`src/rtl/logic_unit_pipe.sv`:
```
// Two-stage valid/ready pipelined bitwise logic unit with zero/ones/parity flags.
// Define LOGIC_UNIT_STATS_EN to build the completed-result counter on out_count.
module logic_unit_pipe #(
    parameter int WIDTH   = 8,
    parameter int COUNT_W = 16
) (
    input  logic               clk,
    input  logic               rst,
    input  logic               in_valid,
    output logic               in_ready,
    input  logic [WIDTH-1:0]   in_a,
    input  logic [WIDTH-1:0]   in_b,
    input  logic [2:0]         in_op,
    output logic               out_valid,
    input  logic               out_ready,
    output logic [WIDTH-1:0]   out_y,
    output logic               out_zero,
    output logic               out_ones,
    output logic               out_par,
    output logic [COUNT_W-1:0] out_count
);

    logic [WIDTH-1:0] s1_a_r;
    logic [WIDTH-1:0] s1_b_r;
    logic [2:0]       s1_op_r;
    logic             s1_v_r;
    logic             s2_load_s;
    logic             in_accept_s;
    logic             out_take_s;
    logic [WIDTH-1:0] y_s;

    function automatic logic parity_f(input logic [WIDTH-1:0] v);
        return ^v;
    endfunction

    assign s2_load_s   = s1_v_r && (!out_valid || out_ready);
    assign in_ready    = !s1_v_r || s2_load_s;
    assign in_accept_s = in_valid && in_ready;
    assign out_take_s  = out_valid && out_ready;

    // Stage-1 operand capture and occupancy
    always_ff @(posedge clk or posedge rst) begin
        if (rst) begin
            s1_a_r  <= '0;
            s1_b_r  <= '0;
            s1_op_r <= 3'd0;
            s1_v_r  <= 1'b0;
        end else if (in_accept_s) begin
            s1_a_r  <= in_a;
            s1_b_r  <= in_b;
            s1_op_r <= in_op;
            s1_v_r  <= 1'b1;
        end else if (s2_load_s) begin
            s1_v_r  <= 1'b0;
        end else begin
            s1_v_r  <= s1_v_r;
        end
    end

    // Operation decode on the stage-1 operands
    always_comb begin
        y_s = '0;
        case (s1_op_r)
            3'd0:    y_s = s1_a_r & s1_b_r;
            3'd1:    y_s = s1_a_r | s1_b_r;
            3'd2:    y_s = s1_a_r ^ s1_b_r;
            3'd3:    y_s = ~(s1_a_r & s1_b_r);
            3'd4:    y_s = ~(s1_a_r | s1_b_r);
            3'd5:    y_s = ~(s1_a_r ^ s1_b_r);
            3'd6:    y_s = ~s1_a_r;
            default: y_s = s1_b_r;
        endcase
    end

    // Stage-2 result and flags; flags are loaded together with out_y so they always match it
    always_ff @(posedge clk or posedge rst) begin
        if (rst) begin
            out_valid <= 1'b0;
            out_y     <= '0;
            out_zero  <= 1'b1;
            out_ones  <= 1'b0;
            out_par   <= 1'b0;
        end else if (s2_load_s) begin
            out_valid <= 1'b1;
            out_y     <= y_s;
            out_zero  <= (y_s == '0);
            out_ones  <= (y_s == '1);
            out_par   <= parity_f(y_s);
        end else if (out_take_s) begin
            out_valid <= 1'b0;
        end else begin
            out_valid <= out_valid;
        end
    end

`ifdef LOGIC_UNIT_STATS_EN
    localparam logic [COUNT_W-1:0] COUNT_ONE = COUNT_W'(1);
    logic [COUNT_W-1:0] count_r;

    // Completed-result counter, wraps naturally
    always_ff @(posedge clk or posedge rst) begin
        if (rst) begin
            count_r <= '0;
        end else if (out_take_s) begin
            count_r <= count_r + COUNT_ONE;
        end else begin
            count_r <= count_r;
        end
    end

    assign out_count = count_r;
`else
    assign out_count = '0;
`endif

endmodule
```
`config.mk`:
```
export PLATFORM = sky130hd
export DESIGN_NAME = logic_unit_pipe
export DESIGN_NICKNAME = d
export VERILOG_FILES = /design/src/rtl/logic_unit_pipe.sv
export SDC_FILE = /design/constraint.sdc
export NUM_CORES = 1
export LEC_CHECK = 0
export ABC_AREA = 1
export BUFFER_PORTS_ARGS = -buffer_cell sky130_fd_sc_hd__buf_2
export CORE_MARGIN = 8
export CORE_UTILIZATION = 55
export CTS_CLUSTER_DIAMETER = 60
export DETAILED_ROUTE_END_ITERATION = 10
export PLACE_DENSITY = 0.83
export SETUP_SLACK_MARGIN = 0.1
export SLEW_MARGIN = 20
export SYNTH_ARGS = -nofsm -noshare
export SYNTH_HDL_FRONTEND = slang
export SYNTH_SLANG_ARGS = --single-unit
```
`constraint.sdc`:
```
create_clock -name clk -period 2.98 [get_ports clk]
set_input_delay 0.298 -clock clk [delete_from_list [all_inputs] [get_ports clk]]
set_output_delay 0.298 -clock clk [all_outputs]
set_load 0.005 [all_outputs]
```
==> results of run 1 <==
==> registers in the layout, summed over array words and instances (netlist names), 3 cells and up <==
| name | cells |
|---|---|
| s1_op_r | 3 |
| s1_a_r | 8 |
| s1_b_r | 8 |
| out_y | 8 |
==> metrics by stage <==
| step | total power [uW] | hold slack [ns] | cells | setup WS, ns | util, % |
|---|---|---|---|---|---|
| after floorplan | 1193 | 0.4135 | 329 | 0.9175 | - |
| after global placement | 1341 | 0.3891 | 395 | 0.5468 | 59.21 |
| after detailed placement | 1371 | 0.4023 | 395 | 0.4743 | 59.21 |
| after CTS | 1743 | 0.08575 | 402 | 0.4658 | 61.47 |
| after global routing | 1899 | 0.1223 | 402 | 0.1591 | 61.47 |
| final | 1723 | 0.06339 | 402 | 0.4246 | 61.47 |
==> per-layer routing <==
metal  wire [microns]  vias up  global-route usage, %
li1                 -     1044                      -
met4               78        0                  8.596
met1             2237      870                  20.24
met2             2352       77                  25.97
met3              344        7                  3.501
met5                0        -                      0
==> power by group through the flow <==
stage               registers, uW  clock network, uW  logic (uW)
finish                        614                359         750
global route                  629                396         874
CTS                           615                374         754
detailed placement            622                  0         748
global placement              614                  0         727
floorplan                     606                  0         588
==> cells by family after synthesis <==
| group | synth area share, % |
|---|---|
| AOI/OAI and AO/OA | 11.74 |
| xor gates and xnor gates | 0.7370 |
| adders and majority gates | 11.05 |
| buffers and inverters | 14.58 |
| DFF | 33.74 |
| muxes | 0.4737 |
| other | 0.1577 |
| and+or+nand+nor | 27.53 |
==> area by class of cell <==
class,instances,area (sq um)
multi-input combinational,227,1285
inverter,46,175.2
sequential,32,802.0
timing repair buffer,38,197.7
clock buffer,7,96.34
fill,385,1643
tap,52,65.06
==> final timing paths <==
path | start | to | slack (ns) | cells after the start
max | s1_op_r[1]$_DFFE_PP0P_ | out_par$_DFFE_PP0P_ | 0.42 | 13
min | rst | out_y[1]$_DFFE_PP0P_ | 0.06 | 2
max reg2reg | s1_op_r[1]$_DFFE_PP0P_ | out_par$_DFFE_PP0P_ | 0.42 | 13
min reg2reg | out_zero$_DFFE_PP1P_ | out_zero$_DFFE_PP1P_ | 0.47 | 2
max in group asynchronous | rst | s1_a_r[3]$_DFFE_PP0P_ | 2.27 | 3
min in group clk | in_a[0] | s1_a_r[0]$_DFFE_PP0P_ | 0.25 | 3
==> placed cells by master, fill, tap and decap left out, drive strengths merged <==
master / n
a211oi: 1
a21oi: 21
buf: 38
clkbuf: 7
conb: 16
dfrtp: 31
dfstp: 1
ha: 21
inv: 46
mux2: 1
nand2: 67
nand3: 18
nand3b: 2
nand4: 7
nor2: 45
o211a: 1
o211ai: 1
o21ai: 13
o22ai: 10
o2bb2ai: 1
xnor2: 2
==> critical path: cells and delay by family (launching register included) <==
kind                       cells  cell delay [ns]
AOI/OAI and AO/OA              2             0.24
xor gates and xnor gates       2             0.27
adders and majority gates      1             0.30
buffers and inverters          2             0.25
DFF                            1             0.58
and+or+nand+nor                6             0.81
==> metrics.txt, run 1 <==
critical path data required time=3.16 ns; clock period minus worst slack=2.555 ns; average size of a mapped cell=roughly 7.6 sq um; # setup viols final=0; Post-CTS Hold Fix Bufs=0; die span in x=roughly 82 microns; Net Sw Power=approximately 670 uW; largest cells by area after synthesis=dfrtp_1 33%, ha_1 11%, nand2_1 9.6%; Max Buffers Root-to-Sink=2; Rows=24; Initial Util=55.75%; Comb power frac=roughly 44%; area leader, netlist=dfrtp_1; I/O pin cnt=between 50 and 60; post-route ant nets=0; Top FF cell, synth=dfrtp_1; YS warnings=0; total track usage=16.30%; Clk pwr share=20.8%; Power Density=about 660 nW/um^2; vias in the first global route=1961; Critical-path top delay cell=dfrtp_1; Final HPWL DP=4.005 mm; die height=81.75 microns; Routed WL per cell=12.47 microns; maximum capacitance violations=0; Setup crit end kind=flip-flop; clock root buffer=clkbuf_8; Synth top area share=approximately a third; GP Congestion=approximately 0.93; Via-to-Cell Ratio=4.970; synthesized cell area=2377 sq um; relative slew slack=60.60%; post-CTS setup buffers=0; Port Buf Inserts=35; initial antenna violation count=0; GRT overflow=0; Fin Setup TNS=0 ns; CTS Buf Count=5; post-route cell area=2621 sq um; Ant. Diodes=0; Min-Delay Path Class=input port to async pin; Fmax achieved=between 0.3 and 0.4 GHz; Arr. time, crit path=2.73 ns; switch share=38.83%; Peak VDD IR=0.3283 mV; Post-synth EDFFs=0; clk sinks=32; Leak Pwr=approximately 0.0015 uW; share of power burned in registers=35.6%; CTS H-tree lvls=2; Skew-Pair Late Insertion Delay=0.29 ns; first-pass GRT wire length=8.659 mm; Final Cycle Share=between 80 and 90%; Async SR Flop Fraction=100.0%; Max Fanout on Critical Path=11; Worst Setup Start Kind=flip-flop; First-pass DRT Iterations=4; Area Growth Syn to Fin=10.26%; flops & latches, synth=32; layout cells sized above 1=19.43%; drc violations=0; Die ar.=6682 sq um; commonest cells in the netlist=61 x nand2_1, 43 x inv_1, 40 x nor2_1, 31 x dfrtp_1; WS Path Type=flip-flop to flip-flop; initial detailed-routing violation count=120; Core ar.=between 4000 and 5000 sq um; CTS tree=done; placed instance area=about 2500 sq um; Resized Gates After CTS=0; Netlist cell types=34; Worst path max stage delay=0.58 ns; Final Hold Viols=0; Int Pwr=1054 uW; status=complete, no violations; Cells after Synth=314; Setup Skew=0.008965 ns; cell chain of the critical path=nor2_2 > nand2_1 > inv_1 > o2bb2ai_1 > nor2_1 > o211ai_2 > inv_1 > ha_1 > xnor2_1 > xnor2_1 > nand3b_1 > nand3_1 > nand2_1; count of final max-slew check failures=0; sequential share of the synthesized area=33.74%; most frequent cell after synthesis=nand2_1; largest net degree at the start of global routing=20; routed wire length=between 5 and 6 mm; final net count=between 300 and 400; Slew @ Worst Pin=0.5904 ns; via count=1998; RSZ-0062 raised after global routing=no; CTS clock-pin slew for the worst setup and hold paths=0.07 ns
Note: power is estimated with default switching activity, not from simulation.
==> run 2, diff against run 1 <==
- ABC_AREA: 1 -> 0
==> run 2 against run 1 <==
Setup slack lost 0.12 ns. Hold slack gained 0.019 ns. Final area is 0.33% higher. Fmax shrank 4.3%. Clock skew is 0.0025 ns lower. Combinational power up 1%. Synthesized cell count down 26%. Global-route usage shrank 1.7 points.
==> metrics.txt, run 2 <==
status=complete, no violations; Resized Gates After CTS=0; Setup Skew=0.006463 ns; most frequent cell after synthesis=dfrtp_1; Top Registers=out_y: 8 flops, s1_a_r: 8 flops, s1_b_r: 8 flops; count of final max-slew check failures=0; clock period minus worst slack=2.671 ns; Async SR Flop Fraction=100.0%; routed wire length=between 4 and 5 mm; clock root buffer=clkbuf_8; Final HPWL DP=3.470 mm; most common cell after layout, fill and taps aside=buf_2; critical path data required time=3.13 ns; area leader, netlist=dfrtp_1; Reg2Reg Setup Slack=0.31 ns; cell chain of the critical path=inv_1 > ha_1 > mux4_2 > mux2_4 > ha_1 > xnor2_1 > xnor2_1 > xnor2_1 > xnor2_1 > o21ai_1; Pwr Total=1751 uW; YS warnings=0; drc violations=0; RR Startpoint=s1_a_r[2]$_DFFE_PP0P_; die height=approximately 82 microns; crit path launch=s1_a_r[2]$_DFFE_PP0P_; Ant. Diodes=0; Rows=24; Area Growth Syn to Fin=10.69%; commonest non-fill, non-tap cells in the layout=35 x buf_2, 29 x dfrtp_1, 26 x inv_1; Post-synth EDFFs=0; vias in the first global route=1676; Final Hold Viols=0; largest net degree at the start of global routing=33; largest cells by area after synthesis=dfrtp_1 33%, mux2_2 12%, ha_1 11%; WP buf/inv=1; Cells after Synth=between 200 and 250; first-pass GRT wire length=7.590 mm; GP Congestion=~0.77; R2R Path End=out_par$_DFFE_PP0P_; Power Density=665.6 nW/um^2; initial detailed-routing violation count=82; Arr. time, crit path=2.82 ns; post-CTS setup buffers=0; sequential share of the synthesized area=about a third; initial antenna violation count=0; Core ar.=4264 sq um; Via-to-Cell Ratio=roughly 5.2; Netlist cell types=between 40 and 50; Die ar.=about 6700 sq um; Synth top area share=32.65%; total track usage=approximately 15%; Leak Pwr=0.001277 uW; r2r worst-path depth=10; Post-CTS Hold Fix Bufs=0; Setup crit end kind=flip-flop; via count=1679; Skew-Pair Late Insertion Delay=0.28 ns; commonest cells in the netlist=31 x dfrtp_1, 26 x inv_1, 25 x mux2_2, 21 x ha_1, 18 x buf_4; Routed WL per cell=13.97 microns; I/O pin cnt=52; Slew @ Worst Pin=0.8396 ns; average size of a mapped cell=10.24 sq um; Worst Setup Start Kind=flip-flop; Min-Delay Path Class=input port to async pin; Max Buffers Root-to-Sink=2; relative slew slack=between 40 and 50%; Critical-path top delay cell=mux4_2; CTS clock-pin slew for the worst setup and hold paths=0.07 ns; synthesized cell area=about 2400 sq um; CTS Buf Count=5; Max Fanout on Critical Path=4; final net count=313; CTS tree=done; Peak VDD IR=~0.44 mV; clk sinks=32; layout cells sized above 1=a little over a third; WS Path Type=flip-flop to flip-flop; First-pass DRT Iterations=4; RSZ-0062 raised after global routing=no; Top FF cell, synth=dfrtp_1; flops & latches, synth=32; Port Buf Inserts=35; Top delay family on crit path=multiplexers; maximum capacitance violations=0; Fmax achieved=0.3744 GHz; die span in x=81.73 microns; CTS H-tree lvls=2; Critical Path Most Common Cell=xnor2_1; GRT overflow=0; Final Cycle Share=89.63%; Worst path max stage delay=0.46 ns; Initial Util=55.72%; post-route ant nets=0; # setup viols final=0; Fin Setup TNS=0 ns
-- run 2: cell types whose count changed in the layout (fill, tap and decap cells not counted), sizes merged, moves of 6 or more --
cell | previous run | this run
a211oi | 1 | 7
a21oi | 21 | 11
inv | 46 | 27
mux2 | 1 | 28
nand2 | 67 | 14
nand3 | 18 | 2
nand4 | 7 | 1
nor2 | 45 | 14
o22ai | 10 | 1
-- run 2: cells by family after synthesis --
logic type	synth area share [%]
other	0.1578
adders and majority gates	11.06
muxes	19.06
DFF	33.75
xor gates and xnor gates	1.474
buffers and inverters	12.80
and+or+nand+nor	8.426
AOI/OAI and AO/OA	13.27
-- run 2: worst max path at each step --
| stage | slack, ns | to | depth (start not counted) |
|---|---|---|---|
| CTS | 0.21 | out_par$_DFFE_PP0P_ | 8 |
| global placement | 0.28 | out_par$_DFFE_PP0P_ | 8 |
| finish | 0.31 | out_par$_DFFE_PP0P_ | 10 |
| global route | 0.11 | out_par$_DFFE_PP0P_ | 13 |
| detailed placement | 0.21 | out_par$_DFFE_PP0P_ | 8 |
| floorplan | 0.48 | out_par$_DFFE_PP0P_ | 10 |
-- run 2: cell type report --
| class | instances | area, sq um |
|---|---|---|
| Clock buffer | 8 | 100.1 |
| Fill cell | 361 | 1634 |
| Inverter | 27 | 106.4 |
| Multi-Input combinational cell | 161 | 1326 |
| Sequential cell | 32 | 804.5 |
| Tap cell | 52 | 65.06 |
| Timing Repair Buffer | 42 | 227.7 |
-- run 2: per-layer routing --
layer  wire (microns)  track usage, %  vias up
met5                0               0        -
met4               80           7.018        0
met3              357           4.814        6
met2             2224           24.78       48
met1             1835           16.07      784
li1                 -               -      841
-- run 2: tightest hold or removal path: cells and delay by family --
kind     cells  cell delay, ns
buf+inv      3            0.49
-- run 2: metrics by stage --
stage	worst slack (ns)	utilization (%)	cells	cell area [sq um]	hold WS (ns)
after floorplan	0.4793	-	247	2432	0.4064
after global placement	0.2759	59.27	314	2527	0.4002
after detailed placement	0.2111	59.27	314	2527	0.3987
after CTS	0.2061	61.62	322	2628	0.08640
after global routing	0.1059	61.68	322	2630	0.1412
final	0.3089	61.68	322	2630	0.08195
-- run 2: where the power goes --
part	internal, uW	leakage [uW]	switching [uW]
logic	396	0.000854	365
clock network	211	0.0000515	155
registers	530	0.000371	94.1
